--- config.mk ---
export PLATFORM = sky130hd
export DESIGN_NAME = scan_decoder_n_flat
export DESIGN_NICKNAME = d
export VERILOG_FILES = /design/src/rtl/scan_decoder_n_if.sv /design/src/rtl/scan_decoder_n.sv /design/src/flat_wrapper.sv
export SDC_FILE = /design/constraint.sdc
export NUM_CORES = 1
export LEC_CHECK = 0
export BUFFER_PORTS_ARGS = -buffer_cell sky130_fd_sc_hd__buf_2
export CAP_MARGIN = 10
export CORE_MARGIN = 5
export CORE_UTILIZATION = 45
export CTS_CLUSTER_SIZE = 10
export DETAILED_ROUTE_END_ITERATION = 8
export PLACE_DENSITY_LB_ADDON = 0.15
export SETUP_SLACK_MARGIN = 0.3
export SYNTH_ARGS = -nofsm -noshare
export SYNTH_HDL_FRONTEND = slang
export SYNTH_SLANG_ARGS = --single-unit
--- constraint.sdc ---
create_clock -name clk -period 2.79 [get_ports clk]
set_input_delay 0.1395 -clock clk [delete_from_list [all_inputs] [get_ports clk]]
set_output_delay 0.1395 -clock clk [all_outputs]
set_load 0.005 [all_outputs]
--- src/rtl/scan_decoder_n_if.sv ---
// Bus bundle for scan_decoder_n: enables, mode and address load in; decoded select lines and status pulses out.
interface scan_decoder_n_if #(
    parameter int ADDR_W  = 3,
    parameter int NUM_OUT = 8
);
    logic              e1_n;
    logic              e2_n;
    logic              e3;
    logic              mode;
    logic              addr_vld;
    logic [ADDR_W-1:0] addr;
    logic [NUM_OUT-1:0] y_n;
    logic [ADDR_W-1:0] cur_addr;
    logic              wrap;
    logic              addr_err;

    modport master (
        output e1_n, e2_n, e3, mode, addr_vld, addr,
        input  y_n, cur_addr, wrap, addr_err
    );

    modport slave (
        input  e1_n, e2_n, e3, mode, addr_vld, addr,
        output y_n, cur_addr, wrap, addr_err
    );
endinterface

--- src/rtl/scan_decoder_n.sv ---
// Registered active-low one-hot decoder with a direct-address mode and an auto-advancing scan mode.
module scan_decoder_n #(
    parameter int ADDR_W  = 3,
    parameter int NUM_OUT = 8,
    parameter int DWELL   = 4
) (
    input  logic           clk,
    input  logic           rst_n,
    scan_decoder_n_if.slave bus
);
    localparam int                CNT_W     = (DWELL > 1) ? $clog2(DWELL) : 1;
    localparam logic [CNT_W-1:0]  CNT_LAST  = CNT_W'(DWELL - 1);
    localparam logic [ADDR_W-1:0] ADDR_LAST = ADDR_W'(NUM_OUT - 1);
    localparam logic [ADDR_W:0]   NUM_OUT_W = (ADDR_W + 1)'(NUM_OUT);

    typedef enum logic [1:0] {IDLE, DIRECT, SCAN} state_t;

    state_t              state_q, state_d;
    logic [ADDR_W-1:0]   cur_q, cur_d;
    logic [CNT_W-1:0]    cnt_q, cnt_d, cnt_run;
    logic [NUM_OUT-1:0]  y_q, y_d;
    logic                wrap_q, wrap_d;
    logic                err_q, err_d;
    logic                en, addr_ok;

    always_comb begin
        en      = ~bus.e1_n & ~bus.e2_n & bus.e3;
        addr_ok = ({1'b0, bus.addr} < NUM_OUT_W);
        state_d = !en ? IDLE : (bus.mode ? SCAN : DIRECT);
        cur_d   = cur_q;
        cnt_d   = '0;
        cnt_run = '0;
        wrap_d  = 1'b0;
        err_d   = 1'b0;
        case (state_d)
            DIRECT: begin
                if (bus.addr_vld) begin
                    if (addr_ok) cur_d = bus.addr;
                    else         err_d = 1'b1;
                end
            end
            SCAN: begin
                // A fresh entry into scan always starts a full dwell period.
                cnt_run = (state_q == SCAN) ? cnt_q : '0;
                if (bus.addr_vld && addr_ok) begin
                    cur_d = bus.addr;
                end else begin
                    err_d = bus.addr_vld;
                    if (cnt_run == CNT_LAST) begin
                        wrap_d = (cur_q == ADDR_LAST);
                        cur_d  = (cur_q == ADDR_LAST) ? '0 : cur_q + 1'b1;
                    end else begin
                        cnt_d = cnt_run + 1'b1;
                    end
                end
            end
            default: ;
        endcase
    end

    // Decode from the next-state address so y_n and cur_addr update on the same edge.
    for (genvar gi = 0; gi < NUM_OUT; gi++) begin : g_dec
        assign y_d[gi] = !((state_d != IDLE) && (cur_d == ADDR_W'(gi)));
    end

    always_ff @(posedge clk) begin
        if (!rst_n) begin
            state_q <= IDLE;
            cur_q   <= '0;
            cnt_q   <= '0;
            y_q     <= '1;
            wrap_q  <= 1'b0;
            err_q   <= 1'b0;
        end else begin
            state_q <= state_d;
            cur_q   <= cur_d;
            cnt_q   <= cnt_d;
            y_q     <= y_d;
            wrap_q  <= wrap_d;
            err_q   <= err_d;
        end
    end

    assign bus.y_n      = y_q;
    assign bus.cur_addr = cur_q;
    assign bus.wrap     = wrap_q;
    assign bus.addr_err = err_q;
endmodule

--- src/flat_wrapper.sv ---
// flat-port wrapper written by rule: the top's interface ports become plain ports
module scan_decoder_n_flat 
#(
    parameter int ADDR_W  = 3,
    parameter int NUM_OUT = 8,
    parameter int DWELL   = 4
)
  (clk, rst_n, bus_e1_n, bus_e2_n, bus_e3, bus_mode, bus_addr_vld, bus_addr, bus_y_n, bus_cur_addr, bus_wrap, bus_addr_err);
  scan_decoder_n_if #(.ADDR_W(ADDR_W), .NUM_OUT(NUM_OUT)) bus_i ();
  input  logic clk;
  input  logic rst_n;
  input wire logic [$bits(bus_i.e1_n)-1:0] bus_e1_n;
  input wire logic [$bits(bus_i.e2_n)-1:0] bus_e2_n;
  input wire logic [$bits(bus_i.e3)-1:0] bus_e3;
  input wire logic [$bits(bus_i.mode)-1:0] bus_mode;
  input wire logic [$bits(bus_i.addr_vld)-1:0] bus_addr_vld;
  input wire logic [$bits(bus_i.addr)-1:0] bus_addr;
  output wire logic [$bits(bus_i.y_n)-1:0] bus_y_n;
  output wire logic [$bits(bus_i.cur_addr)-1:0] bus_cur_addr;
  output wire logic [$bits(bus_i.wrap)-1:0] bus_wrap;
  output wire logic [$bits(bus_i.addr_err)-1:0] bus_addr_err;
  assign bus_i.e1_n = bus_e1_n;
  assign bus_i.e2_n = bus_e2_n;
  assign bus_i.e3 = bus_e3;
  assign bus_i.mode = bus_mode;
  assign bus_i.addr_vld = bus_addr_vld;
  assign bus_i.addr = bus_addr;
  assign bus_y_n = bus_i.y_n;
  assign bus_cur_addr = bus_i.cur_addr;
  assign bus_wrap = bus_i.wrap;
  assign bus_addr_err = bus_i.addr_err;
  scan_decoder_n #(.ADDR_W(ADDR_W), .NUM_OUT(NUM_OUT), .DWELL(DWELL)) u_core (.clk(clk), .rst_n(rst_n), .bus(bus_i));
endmodule
==> impl_metrics.ini <==
[cells_and_area]
instances_no_fill = 112
diodes = 0
nNetsFinal = 110
final_core_util = 0.563
drive_above_1_share = 0.271
fin_area_um2 = 838
area_delta_synth_final_pct = 20.5

[logic_synthesis]
synth_top_cell_area_share = 0.460
synth-warning-count = 0
synth_area_um2 = 696
yosys.area.top_type = dfxtp_1
synth_async_sr_flop_share = 0
synth_seq_cells = 16
synthTopCellsByArea = dfxtp_1 (46%), ha_1 (5.4%), nand2_1 (4.3%), nand4_1 (3.6%), nand2b_1 (2.7%)
synth_nets = 87
ys_types = 33
synth-seq-area-share = 0.460
syn-instance-count = 74
synth_edf_count = 0
ys.flop_type = dfxtp_1
syn_area_per_cell_um2 = 9.40

[cts]
post_cts_buffers = 0
ctsResizeCount = 0
clock-sinks = 16
cts_max_path_buffers = 2
cts_tree = yes
clk_latency_ns = 0.28
h-tree-depth = 1
cts_buffers = 3
clockRootBuffer = clkbuf_4
cts.hold.buffers_added = 0
cts.clk_slew.worst_paths_ns = 0.09

[worst_setup_path]
crit_start = u_core.state_q[0]$_SDFF_PN0_
r2r-start = u_core.state_q[0]$_SDFF_PN0_
rrSetupSlack_ns = 0.59
worstRegToRegCells = 6
r2r_end = u_core.bus.y_n[1]$_SDFF_PN1_
cp_data_required_time_ns = 2.95
startpoint_type = register
crit_arrival_ns = 2.36
endpoint_kind = register
crit_type = register to register
crit_path_end = u_core.bus.y_n[1]$_SDFF_PN1_
worst-path-max-fanout = 9

[die]
ios = 23
rows = 14
die_w_um = 49.3
fp.dieH_um = 49.3
core-area_um2 = 1490
start_util = 0.467
dieArea_um2 = 2430

[sta]
tns_ns = 0
hold_violations = 0
finalCriticalPeriod_ns = 2.20
max_freq_mhz = 455
fin_hold_ws_ns = 0.102
setup_viol = 0
final.period_utilization = 0.787
drv_slew = 0
finClkSkew_ns = 0.00424
tightest_slew_ns = 0.567
postLayoutSetupSlackWorst_ns = 0.594
maxSlewHeadroom = 0.621
rsz0062_at_grt = false

[detailed_routing]
drc = 0
vias = 626
antenna_left = 0
wl_mm = 1.44
vias_per_cell = 5.59
wl_per_cell_um = 12.9
dr.first_iter.drc_count = 9
drt_pass1_iterations = 4

[outcome]
status = finished clean

[pwr]
comb_power_share = 0.095
power.switching_uw = 98.3
power_uw = 426
clock_power_share = 0.355
irDropWorstVdd_mv = 0.244
p_seq_frac = 0.551
swShare = 0.231
p_leak_nw = 0.359
power.internal_uw = 328
powerDensity_nw_per_um2 = 508

[placement]
pre_cts_ws_ns = 0.618
globalplace.congestion = 0.813
place_inst = 108
place_hpwl_mm = 1.13
io_buffer_count = 21
place_area_um2 = 802

[grt]
use_met1 = 0.147
globalRouteOverflowTotal = 0
first_global_vias = 598
antenna_found_initial = 0
grt_pass1_wl_mm = 2.49
grt_use_total = 0.127
top_usage_layer = met2
grt.met2_usage = 0.219
met3_usage = 0.0306
grt_max_degree = 12

[hold_path]
hp-class = input port to register

[run]
max_cap_viol_count = 0
area by class of cell:
class,count,area (µm²)
sequential,16,320
multi-input combinational,52,345
tap,16,20.0
inverter,3,11.3
fill,148,651
timing repair buffer,21,105
clock buffer,4,36.3
cells in the final DEF (no fill, tap or decap), types with 2 or more instances in the layout:
cell | Yosys | final
and3b_1 | 2 | 2
clkbuf_4 | 0 | 3
dfxtp_1 | 16 | 16
nand2b_1 | 3 | 3
and2_1 | 2 | 2
nor2_1 | 3 | 3
nand4_1 | 4 | 4
ha_1 | 3 | 3
o21ai_0 | 2 | 2
nor3_1 | 2 | 2
nand2_1 | 8 | 8
buf_2 | 0 | 21
nor4_1 | 2 | 2
o21a_1 | 2 | 2
inv_1 | 3 | 3
a21boi_0 | 2 | 2
power by group through the flow:
| stage | logic [mW] | clock network, mW | registers, mW |
|---|---|---|---|
| floorplan | 0.0249 | 0 | 0.240 |
| global placement | 0.0394 | 0 | 0.240 |
| detailed placement | 0.0398 | 0 | 0.240 |
| CTS | 0.0402 | 0.152 | 0.235 |
| global route | 0.0450 | 0.165 | 0.235 |
| finish | 0.0403 | 0.151 | 0.235 |
how the worst min path moves through the flow:
stage                     startpoint                                end  cells past startpoint
after global placement         rst_n  u_core.bus.cur_addr[0]$_SDFF_PN0_                      2
after detailed placement       rst_n  u_core.bus.cur_addr[0]$_SDFF_PN0_                      2
final                          rst_n  u_core.bus.cur_addr[0]$_SDFF_PN0_                      2
after global routing        bus_mode       u_core.state_q[0]$_SDFF_PN0_                      2
after CTS                   bus_mode       u_core.state_q[0]$_SDFF_PN0_                      2
after floorplan             bus_mode       u_core.state_q[0]$_SDFF_PN0_                      1
sequential cells by signal, summed over array words and instances, names as in the netlist:
name                 flops
u_core.bus.y_n           8
u_core.bus.cur_addr      3
u_core.cnt_q             2
u_core.state_q           2
u_core.bus.wrap          1
cells by family after synthesis:
| group | after synthesis | share of synthesized area |
|---|---|---|
| AO/OA/AOI/OAI | 14 | 0.156 |
| adder cells (fa/ha/maj) | 3 | 0.0540 |
| buffers and inverters | 6 | 0.0432 |
| flip-flops | 16 | 0.460 |
| other | 1 | 0.00539 |
| AND/OR/NAND/NOR | 34 | 0.281 |
critical path: stages, from the launching register on:
cell and delay, ns:
dfxtp_1 0.32, and3b_1 0.23, ha_1 0.31, or3b_1 0.41, a32oi_2 0.22, o21ai_1 0.11, or4_1 0.47
cells in the mapped netlist (2+ instances only):
cell type and n:
dfxtp_1 16, nand2_1 8, nand4_1 4, ha_1 3, inv_1 3, nand2b_1 3, nor2_1 3, a21boi_0 2
and2_1 2, and3b_1 2, buf_4 2, nor3_1 2, nor4_1 2, o21a_1 2, o21ai_0 2
layer usage:
metal | vias up | wire (µm)
li1 | 312 | -
met3 | 4 | 109
met4 | 0 | 21
met5 | - | 0
met2 | 22 | 705
met1 | 288 | 603
Note: power is estimated with default switching activity, not from simulation.
